<file path="src/rtl/riscv_mc_sequencer_if.sv">
// Sequencer <-> datapath/memory handshake bundle: IMEM and DMEM req/ready pairs,
// the state-changing strobes, and the ROM control word in and out.
interface riscv_mc_sequencer_if #(
  parameter int CTRL_W = 20
);
  logic              if_req;
  logic              if_ready;
  logic              ir_we;
  logic              pc_we;
  logic              mem_req;
  logic              mem_ready;
  logic              mem_we;
  logic              reg_we;
  logic [CTRL_W-1:0] rom_data;
  logic [CTRL_W-1:0] ctrl_out;

  modport master (
    output if_req, ir_we, pc_we, mem_req, mem_we, reg_we, ctrl_out,
    input  if_ready, mem_ready, rom_data
  );

  modport slave (
    input  if_req, ir_we, pc_we, mem_req, mem_we, reg_we, ctrl_out,
    output if_ready, mem_ready, rom_data
  );
endinterface

</file>
<file path="src/rtl/riscv_mc_sequencer.sv">
// Multi-cycle RV32 sequencer: FETCH/DECODE/EXEC/[MEM]/WB, 4 cycles (5 for load/store) plus
// one per IMEM/DMEM wait cycle; if_ready/mem_ready low stalls in FETCH/MEM with requests held.
module riscv_mc_sequencer #(
  parameter int CNT_W  = 32,
  parameter int CTRL_W = 20
) (
  input  logic                 clk,
  input  logic                 rst_n,
  input  logic                 run,
  riscv_mc_sequencer_if.master bus,
  output logic [2:0]           state,
  output logic [CNT_W-1:0]     cycle_cnt,
  output logic [CNT_W-1:0]     instret_cnt
);

  typedef enum logic [2:0] {
    S_FETCH  = 3'd0,
    S_DECODE = 3'd1,
    S_EXEC   = 3'd2,
    S_MEM    = 3'd3,
    S_WB     = 3'd4
  } state_e;

  localparam int REGWEN_BIT = 15;
  localparam int MEMRW_BIT  = 7;

  state_e            state_q, state_d;
  logic [CTRL_W-1:0] ctrl_q, ctrl_d;
  logic              regwen_q, regwen_d;
  logic              memrw_q, memrw_d;
  logic [CNT_W-1:0]  cycle_q, cycle_d;
  logic [CNT_W-1:0]  instret_q, instret_d;

  always_comb begin
    state_d   = state_q;
    ctrl_d    = ctrl_q;
    regwen_d  = regwen_q;
    memrw_d   = memrw_q;
    cycle_d   = cycle_q;
    instret_d = instret_q;

    case (state_q)
      S_FETCH: begin
        if (run && bus.if_ready) state_d = S_DECODE;
      end
      S_DECODE: begin
        // Strobe enables live in their own flops so ctrl_out never carries them.
        ctrl_d             = bus.rom_data;
        ctrl_d[REGWEN_BIT] = 1'b0;
        ctrl_d[MEMRW_BIT]  = 1'b0;
        regwen_d           = bus.rom_data[REGWEN_BIT];
        memrw_d            = bus.rom_data[MEMRW_BIT];
        state_d            = S_EXEC;
      end
      S_EXEC: begin
        state_d = (memrw_q || (ctrl_q[1:0] == 2'b00)) ? S_MEM : S_WB;
      end
      S_MEM: begin
        if (bus.mem_ready) state_d = S_WB;
      end
      S_WB: begin
        instret_d = instret_q + 1'b1;
        state_d   = S_FETCH;
      end
      default: state_d = S_FETCH;
    endcase

    if (run || (state_q != S_FETCH)) cycle_d = cycle_q + 1'b1;
  end

  always_ff @(posedge clk or negedge rst_n) begin
    if (!rst_n) begin
      state_q   <= S_FETCH;
      ctrl_q    <= '0;
      regwen_q  <= 1'b0;
      memrw_q   <= 1'b0;
      cycle_q   <= '0;
      instret_q <= '0;
    end else begin
      state_q   <= state_d;
      ctrl_q    <= ctrl_d;
      regwen_q  <= regwen_d;
      memrw_q   <= memrw_d;
      cycle_q   <= cycle_d;
      instret_q <= instret_d;
    end
  end

  // The fetch request follows run directly; rst_n gates it so nothing is requested in reset.
  always_comb begin
    bus.if_req  = rst_n && run && (state_q == S_FETCH);
    bus.ir_we   = bus.if_req && bus.if_ready;
    bus.mem_req = (state_q == S_MEM);
    bus.mem_we  = (state_q == S_MEM) && memrw_q;
    bus.reg_we  = (state_q == S_WB) && regwen_q;
    bus.pc_we   = (state_q == S_WB);
  end

  assign bus.ctrl_out = ctrl_q;
  assign state        = state_q;
  assign cycle_cnt    = cycle_q;
  assign instret_cnt  = instret_q;

endmodule

</file>
<file path="src/flat_wrapper.sv">
// flat-port wrapper written by rule: the top's interface ports become plain ports
module riscv_mc_sequencer_flat 
#(
  parameter int CNT_W  = 32,
  parameter int CTRL_W = 20
)
  (clk, rst_n, run, state, cycle_cnt, instret_cnt, bus_if_req, bus_ir_we, bus_pc_we, bus_mem_req, bus_mem_we, bus_reg_we, bus_ctrl_out, bus_if_ready, bus_mem_ready, bus_rom_data);
  riscv_mc_sequencer_if #(.CTRL_W(CTRL_W)) bus_i ();
  input  logic clk;
  input  logic rst_n;
  input  logic run;
  output logic [2:0] state;
  output logic [CNT_W-1:0] cycle_cnt;
  output logic [CNT_W-1:0] instret_cnt;
  output wire logic [$bits(bus_i.if_req)-1:0] bus_if_req;
  output wire logic [$bits(bus_i.ir_we)-1:0] bus_ir_we;
  output wire logic [$bits(bus_i.pc_we)-1:0] bus_pc_we;
  output wire logic [$bits(bus_i.mem_req)-1:0] bus_mem_req;
  output wire logic [$bits(bus_i.mem_we)-1:0] bus_mem_we;
  output wire logic [$bits(bus_i.reg_we)-1:0] bus_reg_we;
  output wire logic [$bits(bus_i.ctrl_out)-1:0] bus_ctrl_out;
  input wire logic [$bits(bus_i.if_ready)-1:0] bus_if_ready;
  input wire logic [$bits(bus_i.mem_ready)-1:0] bus_mem_ready;
  input wire logic [$bits(bus_i.rom_data)-1:0] bus_rom_data;
  assign bus_if_req = bus_i.if_req;
  assign bus_ir_we = bus_i.ir_we;
  assign bus_pc_we = bus_i.pc_we;
  assign bus_mem_req = bus_i.mem_req;
  assign bus_mem_we = bus_i.mem_we;
  assign bus_reg_we = bus_i.reg_we;
  assign bus_ctrl_out = bus_i.ctrl_out;
  assign bus_i.if_ready = bus_if_ready;
  assign bus_i.mem_ready = bus_mem_ready;
  assign bus_i.rom_data = bus_rom_data;
  riscv_mc_sequencer #(.CNT_W(CNT_W), .CTRL_W(CTRL_W)) u_core (.clk(clk), .rst_n(rst_n), .run(run), .bus(bus_i), .state(state), .cycle_cnt(cycle_cnt), .instret_cnt(instret_cnt));
endmodule
</file>
<file path="config.mk">
export PLATFORM = sky130hd
export DESIGN_NAME = riscv_mc_sequencer_flat
export DESIGN_NICKNAME = d
export VERILOG_FILES = /design/src/rtl/riscv_mc_sequencer_if.sv /design/src/rtl/riscv_mc_sequencer.sv /design/src/flat_wrapper.sv
export SDC_FILE = /design/constraint.sdc
export NUM_CORES = 1
export LEC_CHECK = 0
export BUFFER_PORTS_ARGS = -buffer_cell sky130_fd_sc_hd__buf_2
export CORE_ASPECT_RATIO = 0.6
export CORE_MARGIN = 5
export CORE_UTILIZATION = 55
export CTS_CLUSTER_DIAMETER = 30
export CTS_CLUSTER_SIZE = 16
export DETAILED_ROUTE_END_ITERATION = 7
export PLACE_DENSITY = 0.84
export RECOVER_POWER = 25
export SLEW_MARGIN = 30
export SYNTH_ARGS = -nofsm -noshare
export SYNTH_HDL_FRONTEND = slang
export SYNTH_SLANG_ARGS = --single-unit
export TNS_END_PERCENT = 50
</file>
<file path="constraint.sdc">
create_clock -name clk -period 2.86 [get_ports clk]
set_clock_uncertainty 0.05 [all_clocks]
set_input_delay 0.429 -clock clk [delete_from_list [all_inputs] [get_ports clk]]
set_output_delay 0.429 -clock clk [all_outputs]
set_load 0.1 [all_outputs]
</file>
==> qor.yml, run 1 <==
placed_design:
  dp_slack_ns: 0.630
  io_buffers: 115
  hpwl_um: 6700
  place.gp.congestion: 0.825
  place_inst: 529
logic_synthesis:
  synth_seq_cells: 87
  synthMuxAreaShare: 0.0598
  synth_compound_area_frac: 0.0117
  ys_seq_area_frac: 0.551
  synth_area_leaders: "dfrtp_1, xor2_1, mux2_2, xnor2_1, nor4_1"
  syn_inst: 338
  syn_area_um2: 3950
  yosys-top-cells-count: "dfrtp_1, xor2_1, nand2_1, xnor2_1, mux2_2"
  syn_avg_cell_area_um2: 11.7
  synth_top_area_frac: 0.551
  synth_fa_ha_area_frac: 0.00633
  synth_xor_area_frac: 0.137
  synth_largest_area_cell: "dfrtp_1"
  yosys.area_share.simple: 0.197
  synth-edff-count: 0
  async_flop_share: 1.00
  synth_top_family_by_area: "simple AND/OR/NAND/NOR gates"
  ys_warn_count: 0
  ys_types: 40
  ys.flop_type: "dfrtp_1"
  synth_most_common_cell: "dfrtp_1"
min_path:
  holdPathStages: 2
  min_to: "u_core.state[1]$_DFFE_PN0P_"
  worstHoldStart: "bus_mem_ready"
  hold_path_class: "in2reg"
timing:
  min_period_over_period: 0.925
  relSlewSlack: 0.214
  rsz0062_at_grt: "no"
  worstMarginPinSlew_ns: 1.18
  finalSetupTns_ns: 0
  maxSlewViolCount: 0
  fmax_mhz: 378
  worst_slack_ns: 0.214
  setup_viol: 0
  finalWorstPathRequiredPeriod_ns: 2.65
  hold_viol: 0
global_routing:
  grt.overflow.total: 0
  antenna_found_initial: 0
  grt_pass1_vias: 2941
  grt_pass1_wl_um: 15200
  gr-usage-all-layers: 0.215
  grt_max_degree: 73
power_and_ir_drop:
  leakagePower_nw: 2.51
  internal_power_mw: 2.76
  switching_share: 0.513
  peakVddDrop_v: 0.00101
  switchingPower_mw: 2.91
  seq_power_share: 0.306
  p_comb_frac: 0.470
  pwr-share-clk: 0.224
  power.density_nw_per_um2: 1160
  power_mw: 5.67
critical_path:
  critPathArrivalTime_ns: 2.17
  cp-start-kind: "flip-flop"
  cp-end-kind: "output pin"
  crit_fanout: 11
  timing.rr.start: "u_core.state[0]$_DFFE_PN0P_"
  crit_type: "reg2out"
  crit_required_ns: 2.38
  r2r_slack_ns: 0.56
  r2r_cells: 5
  rr_endpoint: "u_core.instret_cnt[19]$_DFFE_PN0P_"
clock_tree:
  cts_buffers: 9
  htreeDepth: 3
  clockRootBuffer: "clkbuf_16"
  cts_resized: 0
  clkLatencyLatePin_ns: 0.33
  cts_buffer_depth: 2
  cts.sinks: 87
  cts.clk_slew.worst_paths_ns: 0.06
  cts_tree: "yes"
floorplan:
  core_area_um2: 6820
  io_pins: 118
  fp.dieW_um: 119
  dieArea_um2: 9040
  die_h_um: 75.7
  start_util: 0.579
  rows: 23
drt:
  drt_wl_total_um: 9280
  viasPerCell: 5.48
  ant_nets: 0
  wl_per_cell_um: 17.0
  drt_iter0_markers: 263
  dr_total_vias: 2990
  drt_pre_antenna_iters: 4
  drc: 0
final_layout:
  instances_no_fill: 546
  final_layout_size_suffix_gt1_frac: 0.338
  area_growth_pct: 24.2
  nNetsFinal: 481
  diodes: 0
run:
  maxCapViolCount: 0
status:
  status: "finished, final reports clean"
-- per-stage QoR --
step	cell area [um^2]	hold WS [ns]	utilization
after floorplan	3970	0.0834	-
after global placement	4590	0.244	0.673
after detailed placement	4590	0.249	0.673
after CTS	4930	0.249	0.723
after global routing	4910	0.264	0.719
final	4910	0.263	0.719
-- worst max-delay path by stage --
stage                                      from                                 end  depth (start not counted)
floorplan           u_core.state[0]$_DFFE_PN0P_  u_core.instret_cnt[19]$_DFFE_PN0P_                          8
global placement    u_core.state[0]$_DFFE_PN0P_                          bus_reg_we                          4
detailed placement  u_core.state[0]$_DFFE_PN0P_  u_core.instret_cnt[20]$_DFFE_PN0P_                          4
CTS                 u_core.state[0]$_DFFE_PN0P_                          bus_reg_we                          4
global route        u_core.state[0]$_DFFE_PN0P_                          bus_reg_we                          4
finish              u_core.state[0]$_DFFE_PN0P_                          bus_reg_we                          4
-- per-layer routing --
layer | track usage | routed length [um] | up-vias
met3 | 0.0682 | 701 | 10
li1 | - | - | 1409
met1 | 0.301 | 4170 | 1464
met4 | 0.0609 | 96 | 0
met2 | 0.330 | 4310 | 107
met5 | 0 | 0 | -
-- layout make-up --
| cell class | instances | area [um^2] |
|---|---|---|
| Clock buffer | 11 | 253 |
| Clock inverter | 5 | 80.1 |
| Fill cell | 497 | 1910 |
| Inverter | 12 | 45.0 |
| Multi-Input combinational cell | 225 | 1650 |
| Sequential cell | 87 | 2180 |
| Tap cell | 87 | 109 |
| Timing Repair Buffer | 119 | 591 |
-- sequential cells by signal, indices dropped and copies added, names as in the netlist --
signal               cells
u_core.cycle_cnt        32
u_core.instret_cnt      32
u_core.bus.ctrl_out     18
u_core.state             3
u_core.memrw_q           1
u_core.regwen_q          1
-- power groups by stage --
stage | Sequential, mW | Clock, mW | Combinational, mW
floorplan | 3.32 | 0 | 0.691
global placement | 1.72 | 0 | 2.69
detailed placement | 1.75 | 0 | 2.72
CTS | 1.73 | 1.30 | 2.72
global route | 1.78 | 1.36 | 2.77
finish | 1.74 | 1.27 | 2.67
-- worst max-delay path: stages, from the launching register on --
cell and delay [ns]:
dfrtp_1 0.48, or3b_1 0.55, inv_1 0.23, and2_4 0.17, buf_2 0.41
-- kinds of logic (layout without fill, tap and decap cells) --
group,after synthesis,count (layout)
compound gates,6,6
xor+xnor,62,62
other cells,1,2
fa+ha+maj,2,2
flops,87,87
simple gates,132,132
buf+inv,27,147
mux,21,21
-- cells in the final DEF (no fill, tap or decap), types with 3 or more instances in the layout --
master,synthesis,routed
buf_2,5,98
dfrtp_1,87,86
xor2_1,36,36
nand2_1,26,26
xnor2_1,26,26
mux2_2,21,21
nor4_1,19,19
nand3_1,17,17
clkbuf_1,4,17
nor3_1,13,13
inv_1,11,12
nor2_1,12,11
nand4_1,10,10
clkbuf_16,0,9
and3_1,6,6
nor4_2,6,6
and4_1,4,4
or3_1,3,3
-- what timing repair did --
item	4_1_cts	5_1_grt
hold buffers	1	0
endpoints found under the hold margin	15	0
setup buffers	0	0
endpoints found under the setup margin	0	0
Note: power is estimated with default switching activity, not from simulation.
==> inputs of run 2 (changes only) <==
- RECOVER_POWER: 25 -> 50
==> run 2 against run 1 <==
Cell count is the same. Combinational power about the same. Flip-flop and latch count did not move. Utilization decreased by 0.18 points. Die area did not move. Total power is 0.15% lower. Sequential power about the same. Count of clock-buffer cells in the layout unchanged. Routed wire length grew 0.42%.
==> qor.yml, run 2 (same netlist as run 1, synthesis figures left out) <==
status:
  status: "finished, final reports clean"
clock_tree:
  clockRootBuffer: "clkbuf_16"
  cts_tree: "yes"
  cts.clk_slew.worst_paths_ns: 0.06  # about the same
  cts_resized: 0  # unchanged
  clkLatencyLatePin_ns: 0.33  # about the same
  cts_buffers: 9  # unchanged
  cts.sinks: 87  # unchanged
  htreeDepth: 3  # unchanged
  cts_buffer_depth: 2  # unchanged
final_layout:
  final_core_util: 0.717  # -0.00184
  layout_common_cells: "buf_2, dfrtp_1, xor2_1, nand2_1, xnor2_1"
  area_growth_pct: 23.8
  stdcell_area_um2: 4890  # -0.26%
  layout_commonest_cell: "buf_2"
  final.fill_count: 500  # +0.60%
  multi_input_comb_area_um2: 1650  # unchanged
  final_layout_size_suffix_gt1_frac: 0.320  # -0.0174
  nNetsFinal: 481  # unchanged
  seqCellArea_um2: 2180  # unchanged
  diodes: 0  # unchanged
min_path:
  worstHoldStart: "bus_mem_ready"
  holdPathStages: 2  # unchanged
  hold_path_class: "in2reg"
drt:
  drt_wl_total_um: 9320  # +0.42%
  dr_total_vias: 2983  # -0.23%
  drt_pre_antenna_iters: 4  # unchanged
  drc: 0  # unchanged
  drt_iter0_markers: 263  # unchanged
  ant_nets: 0  # unchanged
  viasPerCell: 5.46  # -0.23%
  wl_per_cell_um: 17.1  # +0.42%
critical_path:
  crit_fanout: 11  # unchanged
  critPathArrivalTime_ns: 2.17  # about the same
  timing.rr.start: "u_core.state[0]$_DFFE_PN0P_"
  cp-start-kind: "flip-flop"
  cp-end-kind: "output pin"
  crit_required_ns: 2.38  # about the same
  r2r_cells: 5  # unchanged
  crit_type: "reg2out"
  cp-startpoint: "u_core.state[0]$_DFFE_PN0P_"
global_routing:
  grt_pass1_wl_um: 15200  # unchanged
  grt_pass1_vias: 2941  # unchanged
  antenna_found_initial: 0  # unchanged
  gr-usage-all-layers: 0.215  # unchanged
  grt_max_degree: 73  # unchanged
  grt.overflow.total: 0  # unchanged
run:
  maxCapViolCount: 0  # unchanged
placed_design:
  place.gp.congestion: 0.825  # unchanged
  hpwl_um: 6700  # unchanged
  placed_cell_area_um2: 4590  # unchanged
  io_buffers: 115  # unchanged
floorplan:
  start_util: 0.579  # unchanged
  io_pins: 118  # unchanged
  core_area_um2: 6820  # unchanged
  die_h_um: 75.7  # unchanged
  dieArea_um2: 9040  # unchanged
  fp.dieW_um: 119  # unchanged
  rows: 23  # unchanged
timing:
  finalSetupTns_ns: 0  # unchanged
  finalWorstPathRequiredPeriod_ns: 2.65  # +0.000922 ns
  min_period_over_period: 0.925  # about the same
  setup_viol: 0  # unchanged
  maxSlewViolCount: 0  # unchanged
  fmax_mhz: 378  # about the same
  hold_viol: 0  # unchanged
  rsz0062_at_grt: "no"
  worstMarginPinSlew_ns: 1.18  # -0.00571 ns
  relSlewSlack: 0.218  # +0.00379
power_and_ir_drop:
  leakagePower_nw: 2.48  # -1.1%
  power.density_nw_per_um2: 1160  # +0.10%
  peakVddDrop_v: 0.00101  # about the same
## run 2: cell count changes in the layout (fill, tap and decap cells not counted), sizes merged
cell | before | now
buf | 101 | 93
clkbuf | 28 | 36
## run 2: through the flow
stage / setup WS [ns] / power, mW / hold WS (ns) / instances
floorplan: 0.00485 / 4.01 / 0.0834 / 339
global placement: 0.699 / 4.41 / 0.244 / 529
detailed placement: 0.630 / 4.47 / 0.249 / 529
CTS: 0.270 / 5.75 / 0.249 / 546
global route: 0.112 / 5.89 / 0.264 / 546
finish: 0.213 / 5.66 / 0.264 / 546
## run 2: report_power, final
part | total [mW] | leakage (nW) | internal, mW | switching (mW)
sequential | 1.73 | 1.12 | 1.48 | 0.255
combinational | 2.66 | 1.20 | 0.462 | 2.20
clock | 1.27 | 0.158 | 0.811 | 0.460
## run 2: layout make-up
class                           instances  area share
Multi-Input combinational cell        225       0.337
Tap cell                               87      0.0222
Clock buffer                           11      0.0516
Timing Repair Buffer                  119       0.118
Inverter                               12     0.00920
Clock inverter                          5      0.0164
Sequential cell                        87       0.445
## run 2: what timing repair did
| item | in CTS | in global routing |
|---|---|---|
| hold buffers | 1 | 0 |
| buffers inserted | 0 | 0 |
| hold endpoints to repair | 15 | 0 |
## run 2: per-layer routing
metal  up-vias  share of wire  GRT usage  routed length (um)
met5         -              0          0                   0
met4         0          0.011     0.0609                 104
met3        12          0.069     0.0682                 639
met2       105           0.46      0.330                4290
met1      1459           0.46      0.301                4280
li1       1407              -          -                   -
## run 2: critical path, stage by stage (launching register included)
cell,delay (ns)
dfrtp_1,0.48
or3b_1,0.54
inv_1,0.23
and2_4,0.17
buf_2,0.41
## run 2: worst paths after layout
check | end | slack (ns)
worst min-delay path | u_core.state[1]$_DFFE_PN0P_ | 0.26
worst max-delay path | bus_reg_we | 0.21
min in group asynchronous | u_core.bus.ctrl_out[10]$_DFFE_PN0N_ | 0.48
worst max register to register | u_core.instret_cnt[19]$_DFFE_PN0P_ | 0.55
max in group asynchronous | u_core.state[2]$_DFFE_PN0P_ | 1.39
worst min register to register | u_core.cycle_cnt[31]$_DFFE_PN0P_ | 0.43
